===== src/rtl/ooo_pkg.sv =====
// Shared out-of-order front-end types: decoded instruction payload and fetch width.
package ooo_pkg;

    localparam int unsigned OPCODE_W  = 4;
    localparam int unsigned REG_W     = 4;
    localparam int unsigned ROB_TAG_W = 4;
    localparam int unsigned MAX_FETCH = 4;

    typedef struct packed {
        logic [OPCODE_W-1:0]  opcode;
        logic [REG_W-1:0]     rt;
        logic [REG_W-1:0]     ra;
        logic [REG_W-1:0]     rb;
        logic                 a_dep;
        logic [ROB_TAG_W-1:0] a_owner;
        logic                 b_dep;
        logic [ROB_TAG_W-1:0] b_owner;
    } ibuf_entry_t;

endpackage


===== src/rtl/ibuf_ram.sv =====
// Entry storage for instr_buffer: lane-masked write ports, combinational read ports.
module ibuf_ram
    import ooo_pkg::*;
#(
    parameter int unsigned DEPTH = 16,
    parameter int unsigned DEQ_W = 2,
    localparam int unsigned PTR_W = $clog2(DEPTH)
) (
    input  logic                 clk,
    input  logic                 rst,
    input  logic [MAX_FETCH-1:0] wr_en,
    input  logic [PTR_W-1:0]     wr_addr [MAX_FETCH],
    input  ibuf_entry_t          wr_data [MAX_FETCH],
    input  logic [PTR_W-1:0]     rd_addr [DEQ_W],
    output ibuf_entry_t          rd_data [DEQ_W]
);

    ibuf_entry_t mem_q [DEPTH];

    // Cleared on reset so the deq lanes read zero before anything is written
    always_ff @(posedge clk or posedge rst) begin
        if (rst) begin
            for (int unsigned i = 0; i < DEPTH; i++) begin
                mem_q[i] <= '0;
            end
        end else begin
            for (int unsigned l = 0; l < MAX_FETCH; l++) begin
                if (wr_en[l]) begin
                    mem_q[wr_addr[l]] <= wr_data[l];
                end
            end
        end
    end

    always_comb begin
        for (int unsigned r = 0; r < DEQ_W; r++) begin
            rd_data[r] = mem_q[rd_addr[r]];
        end
    end

endmodule


===== src/rtl/instr_buffer.sv =====
// Decoded-instruction FIFO between decode and dispatch with fetch-width feedback.
// IBUF_BYPASS_EN: when empty, deq lanes mirror the incoming enq lanes in the same cycle.
module instr_buffer
    import ooo_pkg::*;
#(
    parameter int unsigned DEPTH = 16,
    parameter int unsigned DEQ_W = 2,
    localparam int unsigned PTR_W = $clog2(DEPTH),
    localparam int unsigned CNT_W = PTR_W + 1,
    localparam int unsigned DVC_W = $clog2(DEQ_W + 1)
) (
    input  logic             clk,
    input  logic             rst,
    input  logic             flush,
    input  logic [2:0]       enq_count,
    input  ibuf_entry_t      enq_entry [MAX_FETCH],
    output logic [2:0]       fetch_slots,
    output ibuf_entry_t      deq_entry [DEQ_W],
    output logic [DVC_W-1:0] deq_valid_count,
    input  logic [DVC_W-1:0] deq_take,
    output logic [CNT_W-1:0] occupancy,
    output logic             overflow
);

    logic [PTR_W-1:0]     head_q;
    logic [PTR_W-1:0]     tail_q;
    logic [CNT_W-1:0]     count_q;
    logic                 overflow_q;

    logic [CNT_W-1:0]     free_c;
    logic                 enq_fits_c;
    logic                 bypass_c;
    logic [2:0]           enq_acc_c;
    logic [2:0]           skip_c;
    logic [DVC_W-1:0]     ram_valid_c;
    logic [DVC_W-1:0]     deq_vis_c;
    logic [DVC_W-1:0]     take_c;
    logic [DVC_W-1:0]     head_adv_c;
    logic [MAX_FETCH-1:0] wr_en_c;
    logic [PTR_W-1:0]     wr_addr_c [MAX_FETCH];
    logic [PTR_W-1:0]     rd_addr_c [DEQ_W];
    ibuf_entry_t          rd_data_c [DEQ_W];

    // Capacity and visible-entry counts depend on the count register only
    always_comb begin
        free_c      = CNT_W'(DEPTH) - count_q;
        fetch_slots = (free_c >= CNT_W'(MAX_FETCH)) ? 3'(MAX_FETCH) : 3'(free_c);
        ram_valid_c = (count_q >= CNT_W'(DEQ_W)) ? DVC_W'(DEQ_W) : DVC_W'(count_q);
    end

`ifdef IBUF_BYPASS_EN
    assign bypass_c = (count_q == '0) && !flush;
`else
    assign bypass_c = 1'b0;
`endif

    // Group accept, dequeue clamp and per-lane write addresses; bypassed lanes are never written
    always_comb begin
        enq_fits_c = (enq_count <= fetch_slots);
        enq_acc_c  = (!flush && enq_fits_c) ? enq_count : 3'd0;
        if (bypass_c) begin
            deq_vis_c = !enq_fits_c ? '0 :
                        (enq_count >= 3'(DEQ_W)) ? DVC_W'(DEQ_W) : DVC_W'(enq_count);
        end else begin
            deq_vis_c = ram_valid_c;
        end
        take_c     = (deq_take > deq_vis_c) ? deq_vis_c : deq_take;
        skip_c     = bypass_c ? 3'(take_c) : 3'd0;
        head_adv_c = bypass_c ? '0 : take_c;
        for (int unsigned i = 0; i < MAX_FETCH; i++) begin
            wr_en_c[i]   = (3'(i) < enq_acc_c) && (3'(i) >= skip_c);
            wr_addr_c[i] = tail_q + PTR_W'(3'(i) - skip_c);
        end
    end

    always_comb begin
        for (int unsigned i = 0; i < DEQ_W; i++) begin
            rd_addr_c[i] = head_q + PTR_W'(i);
            deq_entry[i] = bypass_c ? enq_entry[i] : rd_data_c[i];
        end
    end

    always_ff @(posedge clk or posedge rst) begin
        if (rst) begin
            head_q  <= '0;
            tail_q  <= '0;
            count_q <= '0;
        end else if (flush) begin
            head_q  <= '0;
            tail_q  <= '0;
            count_q <= '0;
        end else begin
            head_q  <= head_q + PTR_W'(head_adv_c);
            tail_q  <= tail_q + PTR_W'(enq_acc_c - skip_c);
            count_q <= count_q + CNT_W'(enq_acc_c) - CNT_W'(take_c);
        end
    end

    // Sticky: a dropped group is a fetch-side protocol error
    always_ff @(posedge clk or posedge rst) begin
        if (rst) begin
            overflow_q <= 1'b0;
        end else if (!flush && !enq_fits_c) begin
            overflow_q <= 1'b1;
        end
    end

    assign deq_valid_count = deq_vis_c;
    assign occupancy       = count_q;
    assign overflow        = overflow_q;

    ibuf_ram #(
        .DEPTH (DEPTH),
        .DEQ_W (DEQ_W)
    ) u_ram (
        .clk     (clk),
        .rst     (rst),
        .wr_en   (wr_en_c),
        .wr_addr (wr_addr_c),
        .wr_data (enq_entry),
        .rd_addr (rd_addr_c),
        .rd_data (rd_data_c)
    );

endmodule


===== config.mk =====
export PLATFORM = sky130hd
export DESIGN_NAME = instr_buffer
export DESIGN_NICKNAME = d
export VERILOG_FILES = /design/src/rtl/ooo_pkg.sv /design/src/rtl/ibuf_ram.sv /design/src/rtl/instr_buffer.sv
export SDC_FILE = /design/constraint.sdc
export NUM_CORES = 2
export LEC_CHECK = 0
export ABC_AREA = 0
export BUFFER_PORTS_ARGS = -buffer_cell sky130_fd_sc_hd__clkbuf_2
export CORE_UTILIZATION = 45
export CTS_BUF_LIST = sky130_fd_sc_hd__clkbuf_16
export CTS_CLUSTER_SIZE = 20
export DETAILED_ROUTE_END_ITERATION = 12
export PLACE_DENSITY = 0.69
export SLEW_MARGIN = 20
export SYNTH_ARGS = -nofsm -noshare
export SYNTH_HDL_FRONTEND = slang
export SYNTH_SLANG_ARGS = --single-unit

===== constraint.sdc =====
create_clock -name clk -period 43.2 [get_ports clk]
set_clock_uncertainty 0.1 [all_clocks]
set_input_delay 8.64 -clock clk [delete_from_list [all_inputs] [get_ports clk]]
set_output_delay 8.64 -clock clk [all_outputs]
set_load 0.005 [all_outputs]

==> impl_metrics.py <==
metrics = {
    "logic_synthesis": {
        "ys_warn_count": 0,
        "synth_mux_area_frac": 0.2574,
        "synth-adder-area-share": 0.01151,
        "synth-seq-cells": 430,
        "syn-num-nets": 3586,
        "synthXorXnorAreaFrac": 0.003813,
        "synthCells": 3445,
        "synthSimpleGateAreaFrac": 0.1090,
        "synth_edf_count": 0,
        "synth_top_family_by_area": "multiplexers",
        "synth_top_flop_cell": "dfrtp_1",
        "synth_area_sq_mm": 0.03413,
        "synth.distinct_cells": 71,
        "avgSynthCellArea_sq_um": 9.906,
        "synth-compound-area-share": 0.2405,
        "ys_async_sr_fraction": 1.000,
        "yosysSeqAreaShare": 0.3153,
    },
    "power_and_ir_drop": {
        "pwr-share-clk": 0.167,
        "p_per_area_mw_per_mm2": 67.77,
        "p_leak_uw": 0.01512,
        "intPower_uw": 1484,
        "p_sw_frac": 0.4083,
        "p_comb_frac": 0.527,
        "p_switching_uw": 1024,
        "ir_drop_mv": 0.04959,
        "seqPwrFrac": 0.305,
    },
    "grt": {
        "grt_max_degree": 173,
        "track_usage": 0.3895,
        "grt_pass1_vias": 32213,
        "gr-total-overflow": 0,
        "antenna_found_initial": 9,
        "grt_first_pass_wirelength_um": 222000,
    },
    "place": {
        "post-place-cells": 4198,
        "io_buffers": 174,
        "dp_hpwl_um": 85650,
        "gp_congestion": 0.9395,
    },
    "clock_tree": {
        "cts_resized": 0,
        "cts_setup_buffers": 0,
        "cts_tree": "yes",
        "clock_latency_ps": 620,
        "h-tree-depth": 2,
        "clkTransAtPathRegs_ps": 60,
        "ctsHoldBuffers": 0,
        "cts.path.max_buffers": 3,
        "cts_sinks": 430,
        "cts_inserted_buffers": 51,
        "ctsRootBufferMaster": "clkbuf_16",
    },
    "sta": {
        "finalSetupTns_ps": 0,
        "tightest_slew_ps": 1250,
        "post-route-min-period_ps": 13940,
        "relSlewSlack": 0.1666,
        "rsz0062_at_grt": "false",
        "fmax_mhz": 71.72,
        "hold_violations": 0,
        "finalSetupViolCount": 0,
        "slew_violations": 0,
        "period_share": 0.3227,
    },
    "die": {
        "core_sq_mm": 0.07470,
        "start_util": 0.4569,
        "fp.dieW_um": 277.4,
        "io_pins": 175,
        "dieArea_sq_mm": 0.07695,
        "die_y_um": 277.4,
        "row_count": 100,
    },
    "setup_path": {
        "cpPeakStageDelay_ps": 910,
        "ff2ff_path_depth": 15,
        "endpoint_kind": "output pin",
        "worstReg2RegEnd": "u_ram.mem_q[70]",
        "arrival_ps": 5200,
        "r2r_start": "occupancy[1]",
        "crit_family": "buffers and inverters",
        "crit_chain": "ha_4 -> buf_4 -> buf_4 -> mux4_2 -> mux4_2 -> clkbuf_2",
        "critPathBufInv": 3,
        "critPathLaunchType": "flip-flop",
        "r2r_slack_ps": 37580,
        "cp_max_fo": 44,
        "slowest_stage": "ha_4",
        "cp.required_ps": 34460,
        "worstSetupPathType": "flip-flop to output pin",
    },
    "final_layout": {
        "fin_cells": 4298,
        "drive_above_1_share": 0.2410,
        "areaGrowthSynthToFinish_pct": 8.414,
        "fin_nets": 3427,
    },
    "min_path": {
        "min_path_cells": 1,
        "min-delay-start": "overflow",
        "whs_endpoint": "overflow",
        "hold_class": "flip-flop to flip-flop",
    },
    "flow_run": {
        "cap_violations": 0,
    },
    "route": {
        "drt_iter0_drc": 6016,
        "vias": 33812,
        "drcViolationCount": 0,
        "viasPerCell": 7.867,
        "wl_um": 153500,
        "drtPass1Iterations": 7,
        "avgRoutedWirePerCell_um": 35.73,
        "final_antenna_net_count": 0,
    },
    "status": {
        "status": "completed",
    },
}
## metrics by stage
stage | worst slack (ps) | utilization | area [sq um] | hold WS, ps | power, uW
after floorplan | 22490 | - | 34130 | 367.8 | 1648
after global placement | 29910 | 0.4737 | 35380 | 361.6 | 2022
after detailed placement | 29870 | 0.4738 | 35390 | 367.5 | 2049
after CTS | 29240 | 0.4940 | 36900 | 384.1 | 2465
after global routing | 29000 | 0.4952 | 36990 | 406.3 | 2613
final | 29260 | 0.4953 | 37000 | 379.6 | 2507
## cells in the mapped netlist (all sizes together), types with 4 or more instances
library cell	count	area, sq um
or3	4	25.02
fa	4	80.08
nor2	227	857.1
and3	29	181.4
o22a	68	595.6
o31ai	78	585.6
a21oi	44	276.5
nand3	15	75.07
dfrtp	430	10760
buf	181	908.4
nand2	391	1470
a311oi	27	242.7
or2	35	219.0
nor2b	63	394.1
ha	25	312.8
a32oi	102	893.4
inv	23	86.33
and2	4	25.02
nand4	8	50.05
mux2	78	878.3
mux4	260	5856
a211oi	32	270.3
xor2	7	68.82
clkbuf	302	1136
a22oi	183	1374
a221o	52	520.5
o22ai	97	606.8
nand2b	8	50.05
or4	5	48.79
mux2i	205	2052
nor3	21	180.2
a2bb2oi	16	146.4
a31oi	83	519.3
o211ai	105	788.3
nor4	9	105.1
o21ai	108	540.5
xnor2	7	61.31
o21bai	6	52.55
o221ai	16	140.1
a21o	71	533.0
a211o	5	43.79
## cells by family after synthesis
| logic type | count (synthesis) |
|---|---|
| AOI/OAI and AO/OA | 1101 |
| and+or+nand+nor | 822 |
| muxes | 543 |
| buffers and inverters | 506 |
| DFF | 430 |
| adders and majority gates | 29 |
| xor gates and xnor gates | 14 |
## how the worst max path moves through the flow
stage | start | end | slack [ps] | cells past startpoint
finish | head_q[1] | deq_entry[25] | 29260 | 6
global route | head_q[1] | deq_entry[25] | 29000 | 6
CTS | head_q[1] | deq_entry[25] | 29240 | 6
detailed placement | head_q[1] | deq_entry[25] | 29870 | 6
global placement | head_q[1] | deq_entry[25] | 29910 | 6
floorplan | rst | head_q[0] | 22490 | 1
## layer usage
metal	part of all wire	vias to the layer above	GRT usage	wire length (um)
met5	0.00075	-	0.003127	115
li1	-	13004	-	-
met1	0.34	16375	0.4930	52360
met3	0.17	865	0.1523	25810
met2	0.42	3554	0.5523	63810
met4	0.075	14	0.2503	11450
## worst register-to-register path, cell delays in order (launching register included)
cell and delay, ps:
dfrtp_1 490, inv_1 130, ha_1 220, nor3_1 160, a31oi_1 120, nor2b_1 220
inv_1 70, ha_1 360, nand3_1 140, o21a_1 490, a21oi_2 430, inv_2 240
nor4_4 290, buf_4 610, or2_2 1100, o21ai_0 280
## state kept, by name (all words and copies together), names as in the netlist
signal,cells
overflow,1
occupancy,5
tail_q,4
u_ram.mem_q,416
head_q,4
## power by group through the flow
stage / Sequential (uW) / Combinational [uW] / Clock, uW
after floorplan: 677 / 971 / 0
after global placement: 747 / 1280 / 0
after detailed placement: 756 / 1290 / 0
after CTS: 750 / 1300 / 416
after global routing: 777 / 1400 / 433
final: 766 / 1320 / 419
## cells in the final DEF, fill, tap and decap left out, types with 34 or more instances in the layout
master / n
o21ai_0: 78
nand2_1: 390
mux2i_1: 205
clkbuf_2: 174
nor2_1: 219
a21o_1: 71
nor2b_1: 63
a31oi_1: 83
clkbuf_16: 51
o22ai_1: 97
o22a_1: 68
mux4_2: 260
a32oi_1: 102
dfrtp_1: 426
mux2_2: 78
buf_4: 89
o31ai_1: 78
o211ai_1: 105
a22oi_1: 183
a21oi_1: 34
a221o_1: 52
## cell type report
class,count,area [sq um]
Clock inverter,40,227.7
Timing Repair Buffer,271,1692
Clock buffer,51,1276
Inverter,23,93.84
Tap cell,969,1212
Antenna cell,5,12.51
Multi-Input combinational cell,2509,21710
Fill cell,6699,37700
Sequential cell,430,10770
(Power assumes the default switching activity.)
